<file path="src/rtl/pipeline_ctrl_if.sv">
// Pipeline control bus: per-stage stall requests and exception redirects in,
// stall bus, flush pulse, redirect PC and debug counters out.
interface pipeline_ctrl_if;
    logic        stall_req_if;
    logic        stall_req_id;
    logic        stall_req_ex;
    logic        stall_req_mem;
    logic        redirect_valid;
    logic [31:0] redirect_target;
    logic        redirect_ready;
    logic [5:0]  stall;
    logic        flush;
    logic [31:0] new_pc;
    logic [31:0] stall_count;
    logic        stall_timeout;

    // Pipeline/exception-unit side
    modport master (
        output stall_req_if, stall_req_id, stall_req_ex, stall_req_mem,
        output redirect_valid, redirect_target,
        input  redirect_ready, stall, flush, new_pc, stall_count, stall_timeout
    );

    // Controller side
    modport slave (
        input  stall_req_if, stall_req_id, stall_req_ex, stall_req_mem,
        input  redirect_valid, redirect_target,
        output redirect_ready, stall, flush, new_pc, stall_count, stall_timeout
    );
endinterface

</file>
<file path="src/rtl/pipeline_ctrl.sv">
// Central pipeline controller: stall-bus merge, redirect/flush sequencing
// deferred behind in-flight memory accesses, stall counter and watchdog.
module pipeline_ctrl #(
    parameter int unsigned STALL_LIMIT = 255
) (
    input logic           clock,
    input logic           reset,
    pipeline_ctrl_if.slave bus
);
    localparam int unsigned ADDR_W  = 32;
    localparam int unsigned CNT_W   = 32;
    localparam int unsigned RUN_W   = 16;
    localparam int unsigned STALL_W = 6;

    typedef enum logic [1:0] {ST_RUN, ST_PEND, ST_FLUSH} state_t;

    state_t              state_q, state_d;
    logic [ADDR_W-1:0]   target_q, target_d;
    logic [ADDR_W-1:0]   new_pc_q, new_pc_d;
    logic [CNT_W-1:0]    stall_count_q, stall_count_d;
    logic [RUN_W-1:0]    run_q, run_d;
    logic                timeout_q, timeout_d;
    logic [STALL_W-1:0]  stall_c;
    logic [STALL_W-1:0]  stall_enc_c;
    logic                ready_c;

    // Highest requesting stage holds itself and everything upstream
    always_comb begin
        stall_enc_c = '0;
        if (bus.stall_req_mem)     stall_enc_c = 6'b011111;
        else if (bus.stall_req_ex) stall_enc_c = 6'b001111;
        else if (bus.stall_req_id) stall_enc_c = 6'b000111;
        else if (bus.stall_req_if) stall_enc_c = 6'b000011;
    end

    always_comb begin
        state_d  = state_q;
        target_d = target_q;
        new_pc_d = new_pc_q;
        ready_c  = 1'b0;
        stall_c  = stall_enc_c;

        case (state_q)
            ST_RUN: begin
                ready_c = ~bus.stall_req_mem;
                if (bus.redirect_valid) begin
                    target_d = bus.redirect_target;
                    if (bus.stall_req_mem) begin
                        state_d = ST_PEND;
                    end else begin
                        state_d  = ST_FLUSH;
                        new_pc_d = bus.redirect_target;
                    end
                end
            end
            ST_PEND: begin
                if (!bus.stall_req_mem) begin
                    state_d  = ST_FLUSH;
                    new_pc_d = target_q;
                end
            end
            ST_FLUSH: begin
                stall_c = '0;
                state_d = ST_RUN;
            end
            default: state_d = ST_RUN;
        endcase

        if (reset) begin
            stall_c = '0;
            ready_c = 1'b0;
        end

        // Counters see exactly the stall value driven this cycle
        stall_count_d = stall_count_q;
        if (stall_c[0] && (stall_count_q != '1))
            stall_count_d = stall_count_q + CNT_W'(1);

        run_d = '0;
        if (stall_c[0])
            run_d = (run_q == '1) ? run_q : run_q + RUN_W'(1);

        timeout_d = timeout_q | (32'(run_d) >= 32'(STALL_LIMIT));
    end

    always_ff @(posedge clock) begin
        if (reset) begin
            state_q       <= ST_RUN;
            target_q      <= '0;
            new_pc_q      <= '0;
            stall_count_q <= '0;
            run_q         <= '0;
            timeout_q     <= 1'b0;
        end else begin
            state_q       <= state_d;
            target_q      <= target_d;
            new_pc_q      <= new_pc_d;
            stall_count_q <= stall_count_d;
            run_q         <= run_d;
            timeout_q     <= timeout_d;
        end
    end

    assign bus.stall          = stall_c;
    assign bus.redirect_ready = ready_c;
    assign bus.flush          = (state_q == ST_FLUSH);
    assign bus.new_pc         = new_pc_q;
    assign bus.stall_count    = stall_count_q;
    assign bus.stall_timeout  = timeout_q;
endmodule

</file>
<file path="src/flat_wrapper.sv">
// flat-port wrapper written by rule: the top's interface ports become plain ports
module pipeline_ctrl_flat 
#(
    parameter int unsigned STALL_LIMIT = 255
)
  (clock, reset, bus_stall_req_if, bus_stall_req_id, bus_stall_req_ex, bus_stall_req_mem, bus_redirect_valid, bus_redirect_target, bus_redirect_ready, bus_stall, bus_flush, bus_new_pc, bus_stall_count, bus_stall_timeout);
  pipeline_ctrl_if bus_i ();
  input logic clock;
  input logic reset;
  input wire logic [$bits(bus_i.stall_req_if)-1:0] bus_stall_req_if;
  input wire logic [$bits(bus_i.stall_req_id)-1:0] bus_stall_req_id;
  input wire logic [$bits(bus_i.stall_req_ex)-1:0] bus_stall_req_ex;
  input wire logic [$bits(bus_i.stall_req_mem)-1:0] bus_stall_req_mem;
  input wire logic [$bits(bus_i.redirect_valid)-1:0] bus_redirect_valid;
  input wire logic [$bits(bus_i.redirect_target)-1:0] bus_redirect_target;
  output wire logic [$bits(bus_i.redirect_ready)-1:0] bus_redirect_ready;
  output wire logic [$bits(bus_i.stall)-1:0] bus_stall;
  output wire logic [$bits(bus_i.flush)-1:0] bus_flush;
  output wire logic [$bits(bus_i.new_pc)-1:0] bus_new_pc;
  output wire logic [$bits(bus_i.stall_count)-1:0] bus_stall_count;
  output wire logic [$bits(bus_i.stall_timeout)-1:0] bus_stall_timeout;
  assign bus_i.stall_req_if = bus_stall_req_if;
  assign bus_i.stall_req_id = bus_stall_req_id;
  assign bus_i.stall_req_ex = bus_stall_req_ex;
  assign bus_i.stall_req_mem = bus_stall_req_mem;
  assign bus_i.redirect_valid = bus_redirect_valid;
  assign bus_i.redirect_target = bus_redirect_target;
  assign bus_redirect_ready = bus_i.redirect_ready;
  assign bus_stall = bus_i.stall;
  assign bus_flush = bus_i.flush;
  assign bus_new_pc = bus_i.new_pc;
  assign bus_stall_count = bus_i.stall_count;
  assign bus_stall_timeout = bus_i.stall_timeout;
  pipeline_ctrl #(.STALL_LIMIT(STALL_LIMIT)) u_core (.clock(clock), .reset(reset), .bus(bus_i));
endmodule
</file>
<file path="config.mk">
export PLATFORM = sky130hd
export DESIGN_NAME = pipeline_ctrl_flat
export DESIGN_NICKNAME = d
export VERILOG_FILES = /design/src/rtl/pipeline_ctrl_if.sv /design/src/rtl/pipeline_ctrl.sv /design/src/flat_wrapper.sv
export SDC_FILE = /design/constraint.sdc
export NUM_CORES = 1
export LEC_CHECK = 0
export ABC_AREA = 1
export CAP_MARGIN = 30
export CORE_MARGIN = 2
export CORE_UTILIZATION = 56
export CTS_CLUSTER_SIZE = 14
export DETAILED_ROUTE_END_ITERATION = 7
export HOLD_SLACK_MARGIN = 0.12
export PLACE_DENSITY_LB_ADDON = 0.2
export SLEW_MARGIN = 20
export SYNTH_ARGS = -nofsm -noshare
export SYNTH_HDL_FRONTEND = slang
export SYNTH_SLANG_ARGS = --single-unit
export TNS_END_PERCENT = 10
</file>
<file path="constraint.sdc">
create_clock -name clock -period 4.69 [get_ports clock]
set_clock_uncertainty 0.1 [all_clocks]
set_input_delay 0.938 -clock clock [delete_from_list [all_inputs] [get_ports clock]]
set_output_delay 0.938 -clock clock [all_outputs]
set_load 0.05 [all_outputs]
</file>
# Word level (Yosys, flattened, before mapping)
# Index checks and enable logic that the tools add are counted.
# W data, S select, Z words.
[totals]
regBits = 115
wordCells = 42
[op_classes]
n_addsub = 2
order_cmp = 1
eq_ne = 7
mux = 18
bitwise_logic = 2
n_reduce_logical = 6
[ops]
columns = ["op", "count"]
rows = [
  ["$mux W32", 3],
  ["$pmux W32 S2", 1],
  ["$add A32 B1 Y32 const B", 1],
  ["$mux W16", 2],
  ["$ne A32 B32 Y1 const B", 1],
  ["$mux W6", 5],
  ["$add A16 B1 Y16 const B", 1],
  ["$eq A16 B16 Y1 const B", 1],
  ["$ge A16 B8 Y1 const B", 1],
  ["$mux W2", 4],
  ["$ne A2 B2 Y1 const B", 3],
  ["$pmux W2 S2", 1],
  ["$reduce_and A2 Y1", 2],
  ["$reduce_and A4 Y1", 1],
  ["$eq A2 B1 Y1 const B", 1],
  ["$eq A2 B2 Y1 const B", 1],
  ["$logic_not A2 Y1", 1],
  ["$mux W1", 2],
  ["$reduce_bool A2 Y1", 1],
  ["$logic_and A1 B1 Y1", 1],
  ["$not A1 Y1", 1],
  ["$or A1 B1 Y1", 1],
]

# Depth between registers and ports, before layout
[logic_depth]
ltp_word = 9
ltp_mapped = 13
depth_no_buf = 13

# Worst setup path after synthesis
# OpenSTA, ideal clock, no wires.
[synth_timing]
kind = "input to output"
start = "in reset"
end = "out bus_redirect_ready"
arrival_time_ps = 2695
slack_ps = 957
path_stages = 2
path_buffers = 1
cell_sequence = "buf_1 nor4_1"
[synth_via]
elab_chain_len = 1
[synth_rtl]
columns = ["element", "line_no", "text"]
rows = [
  ["from (decl)", "flat_wrapper.sv:9", "input logic reset;"],
  ["$mux W1", "pipeline_ctrl.sv:69", "if (reset) begin"],
  ["to (decl)", "flat_wrapper.sv:16", "output wire logic [$bits(bus_i.redirect_ready)-1:0] bus_redirect_ready;"],
]
# Every way passes these cells.

# Worst setup path in the final report
[layout_timing]
start = "in reset"
end = "out bus_stall[4]"
[layout_via]
elab_chain_len = 1
[layout_rtl]
columns = ["element", "line_no", "text"]
rows = [
  ["$mux W6", "pipeline_ctrl.sv:69", ""],
  ["to (decl)", "flat_wrapper.sv:17", "output wire logic [$bits(bus_i.stall)-1:0] bus_stall;"],
]
# Every way passes these cells.

==> flow_summary_export.csv <==
group,metric,value,unit
clock_network,cts-htree-levels,4,
detailed_routing,drt-wirelength-per-cell,13.9,um
critical_path,end_kind,"output port",
sta,fin_crit,3720,ps
cells_and_area,fin_nets,951,
clock_network,cts_hold_buf,0,
place,portBuffers,110,
clock_network,root_buffer,"clkbuf_8",
power_and_ir_drop,combPwrFrac,13.2,%
floorplanning,core,9680,um2
detailed_routing,drt.antenna.violating_nets,0,
sta,max_slew_margin,59.8,%
cells_and_area,drive_gt1_share,8.02,%
floorplanning,fp.dieW,104,um
clock_network,clkTransAtPathRegs,60,ps
floorplanning,dieArea,10700,um2
power_and_ir_drop,p_clk_share,47.8,%
synthesis,ys_seq_elements,115,
critical_path,crit_chain,"clkdlybuf4s50_1 > nor2_1 > inv_1 > nor2_1 > clkdlybuf4s50_1",
sta,rsz0062_at_grt,"no",
global_route,grt_max_degree,65,
critical_path,slowest_stage,"clkdlybuf4s50_1",
detailed_routing,wl_met1,5840,um
power_and_ir_drop,leakage,2.86,nW
critical_path,arrival,2680,ps
cells_and_area,mostFrequentLayoutCell,"nand2_1",
flow_run,cap_violations,0,
clock_network,numCtsBuffers,17,
detailed_routing,dr_wl_met2,7360,um
hold_path,hold_start,"u_core.target_q[1]",
power_and_ir_drop,p_switching,731,uW
place,place_ws,942,ps
clock_network,cts_tree,"built",
synthesis,synth_cells,812,
cells_and_area,instances_no_fill,1056,
sta,hold_viol_final,0,
critical_path,worstSetupPathType,"input port to output port",
global_route,grtUsageTotal,27.3,%
global_route,grt_pass1_wl,24600,um
clock_network,clk_latency,520,ps
power_and_ir_drop,p_int,1.99,mW
synthesis,synth.cell_area,5550,um2
power_and_ir_drop,seqPwrFrac,39.0,%
critical_path,timing.critical_path.buf_inv,3,
floorplanning,pin_count,112,
global_route,grt_antenna_before_repair,0,
synthesis,syn_area_per_cell,6.83,um2
clock_network,clock_path_buffers,2,
synthesis,synth_cell_types,36,
detailed_routing,drt_iter0_drc,245,
critical_path,crit_required,3650,ps
critical_path,r2r_start,"u_core.state_q[1]",
clock_network,cts_num_sinks,115,
power_and_ir_drop,irDropWorstVdd,0.285,mV
synthesis,seq_area_frac_synth,41.5,%
cells_and_area,final_cell_mix,"nand2_1 (202), nor2_1 (132), dfxtp_1 (115)",
detailed_routing,avgViaCountPerCell,5.49,
synthesis,yosysTopAreaCellShare,41.5,%
cells_and_area,syn2layout_area_growth,31.3,%
cells_and_area,fillers,733,
synthesis,syn-num-nets,853,
floorplanning,start_util,57.3,%
critical_path,startpoint_type,"input port",
critical_path,crit_fanout,3,
hold_path,hold_path.class,"register to register",
synthesis,ys_top_cells_by_area,"dfxtp_1 (41%), nand2_1 (14%), nor2_1 (8.9%)",
critical_path,cp_top_family,"buffers and inverters",
sta,fin_hold_ws,381,ps
detailed_routing,top_layer,"met4",
sta,fin_tns_setup,0,ps
floorplanning,row_count,36,
global_route,grt_pass1_vias,5507,
run_status,outcome,"complete, no violations",
sta,fmax,269,MHz
cells_and_area,diodes,0,
critical_path,critPathLaunch,"reset",
synthesis,synth_top_cell_by_area,"dfxtp_1",
global_route,grt_overflow,0,
place,dpl.hpwl,9660,um
detailed_routing,num_vias,5796,
detailed_routing,wl,14700,um
floorplanning,die_y,104,um
sta,timing.final.ws_setup,973,ps
sta,setup_viol,0,
place,place_inst,1024,
sta,maxSlewViolCount,0,
synthesis,yosys_warnings,0,
sta,finalCritPeriodShare,79.3,%
clock_network,postCtsResizedCells,0,
detailed_routing,post-route-drc-count,0,
critical_path,max_stage_delay,800,ps
power_and_ir_drop,finalPower,2.72,mW
clock_network,post_cts_buffers,0,
place,place_congestion,0.913,
detailed_routing,firstDrtPassIters,5,
power_and_ir_drop,power_density,374,nW/um2
detailed_routing,met3_length,1120,um
sta,tightest_slew,602,ps
power_and_ir_drop,swShare,26.8,%
## state kept, by name (all words and copies together), names as in the netlist
| name | flops |
|---|---|
| u_core.bus.new_pc | 32 |
| u_core.target_q | 32 |
| u_core.bus.stall_timeout | 1 |
| u_core.state_q | 2 |
| u_core.bus.stall_count | 32 |
| u_core.run_q | 16 |
## worst paths after layout
check,endpoint,slack [ps],cells past startpoint
worst min register to register,u_core.bus.new_pc[1],380,2
worst max-delay path,bus_stall[4],970,5
worst max register to register,u_core.bus.new_pc[15],2100,9
worst min-delay path,u_core.bus.new_pc[1],380,2
## logic make-up (layout without fill, tap and decap cells)
family	Yosys count	count (layout)	share of synthesized area (%)
DFF	115	115	41.5
AOI/OAI and AO/OA	142	142	13.8
xor gates and xnor gates	12	12	1.89
buffers and inverters	106	217	8.07
adders and majority gates	2	2	0.451
and+or+nand+nor	434	434	34.2
other	1	1	0.0676
## cell usage after synthesis (all sizes together)
master / count
nand4: 10
o21ai: 82
o21a: 1
buf: 11
nand2: 207
a31oi: 33
conb: 1
nor3b: 4
inv: 69
xnor2: 4
o21bai: 2
nor3: 20
a21oi: 23
dfxtp: 115
nor4: 2
nand3b: 4
a31o: 1
nor2: 141
ha: 2
xor2: 8
clkbuf: 26
nand3: 46
## worst register-to-register path: stages, from the launching register on
cell	delay, ps
dfxtp_1	320
nor2_1	140
nand2_1	70
buf_4	230
inv_2	490
nor2_1	210
nor2_4	110
buf_4	460
o21ai_0	180
a31oi_1	200
## power groups by stage
stage | clock network, mW | registers [mW] | logic (mW)
3_3_place_gp | 0 | 1.08 | 0.347
6_report | 1.30 | 1.06 | 0.358
4_1_cts | 1.32 | 1.06 | 0.359
2_1_floorplan | 0 | 1.16 | 0.151
5_1_grt | 1.36 | 1.07 | 0.385
3_5_place_dp | 0 | 1.08 | 0.357
## metrics by stage
step                instance area [um2]  util [%]
floorplan                          5550         -
global placement                   6660      68.8
detailed placement                 6680      69.0
CTS                                7290      75.2
global route                       7290      75.2
finish                             7290      75.2
## area by class of cell
cell class / count / area [um2] / area share (%)
repair buffers: 116 / 1150 / 15.8
clock buffers: 21 / 449 / 6.17
multi-input cells: 591 / 2800 / 38.4
inverters: 69 / 264 / 3.62
well taps: 133 / 166 / 2.28
flip-flops and latches: 115 / 2300 / 31.6
clock inverters: 11 / 153 / 2.10
## metal layers
metal	vias to the layer above	global-route usage, %
li1	2842	-
met2	255	48.0
met1	2662	31.5
met5	-	0
met3	37	7.43
met4	0	11.3
Power figures use the tool's default switching activity.
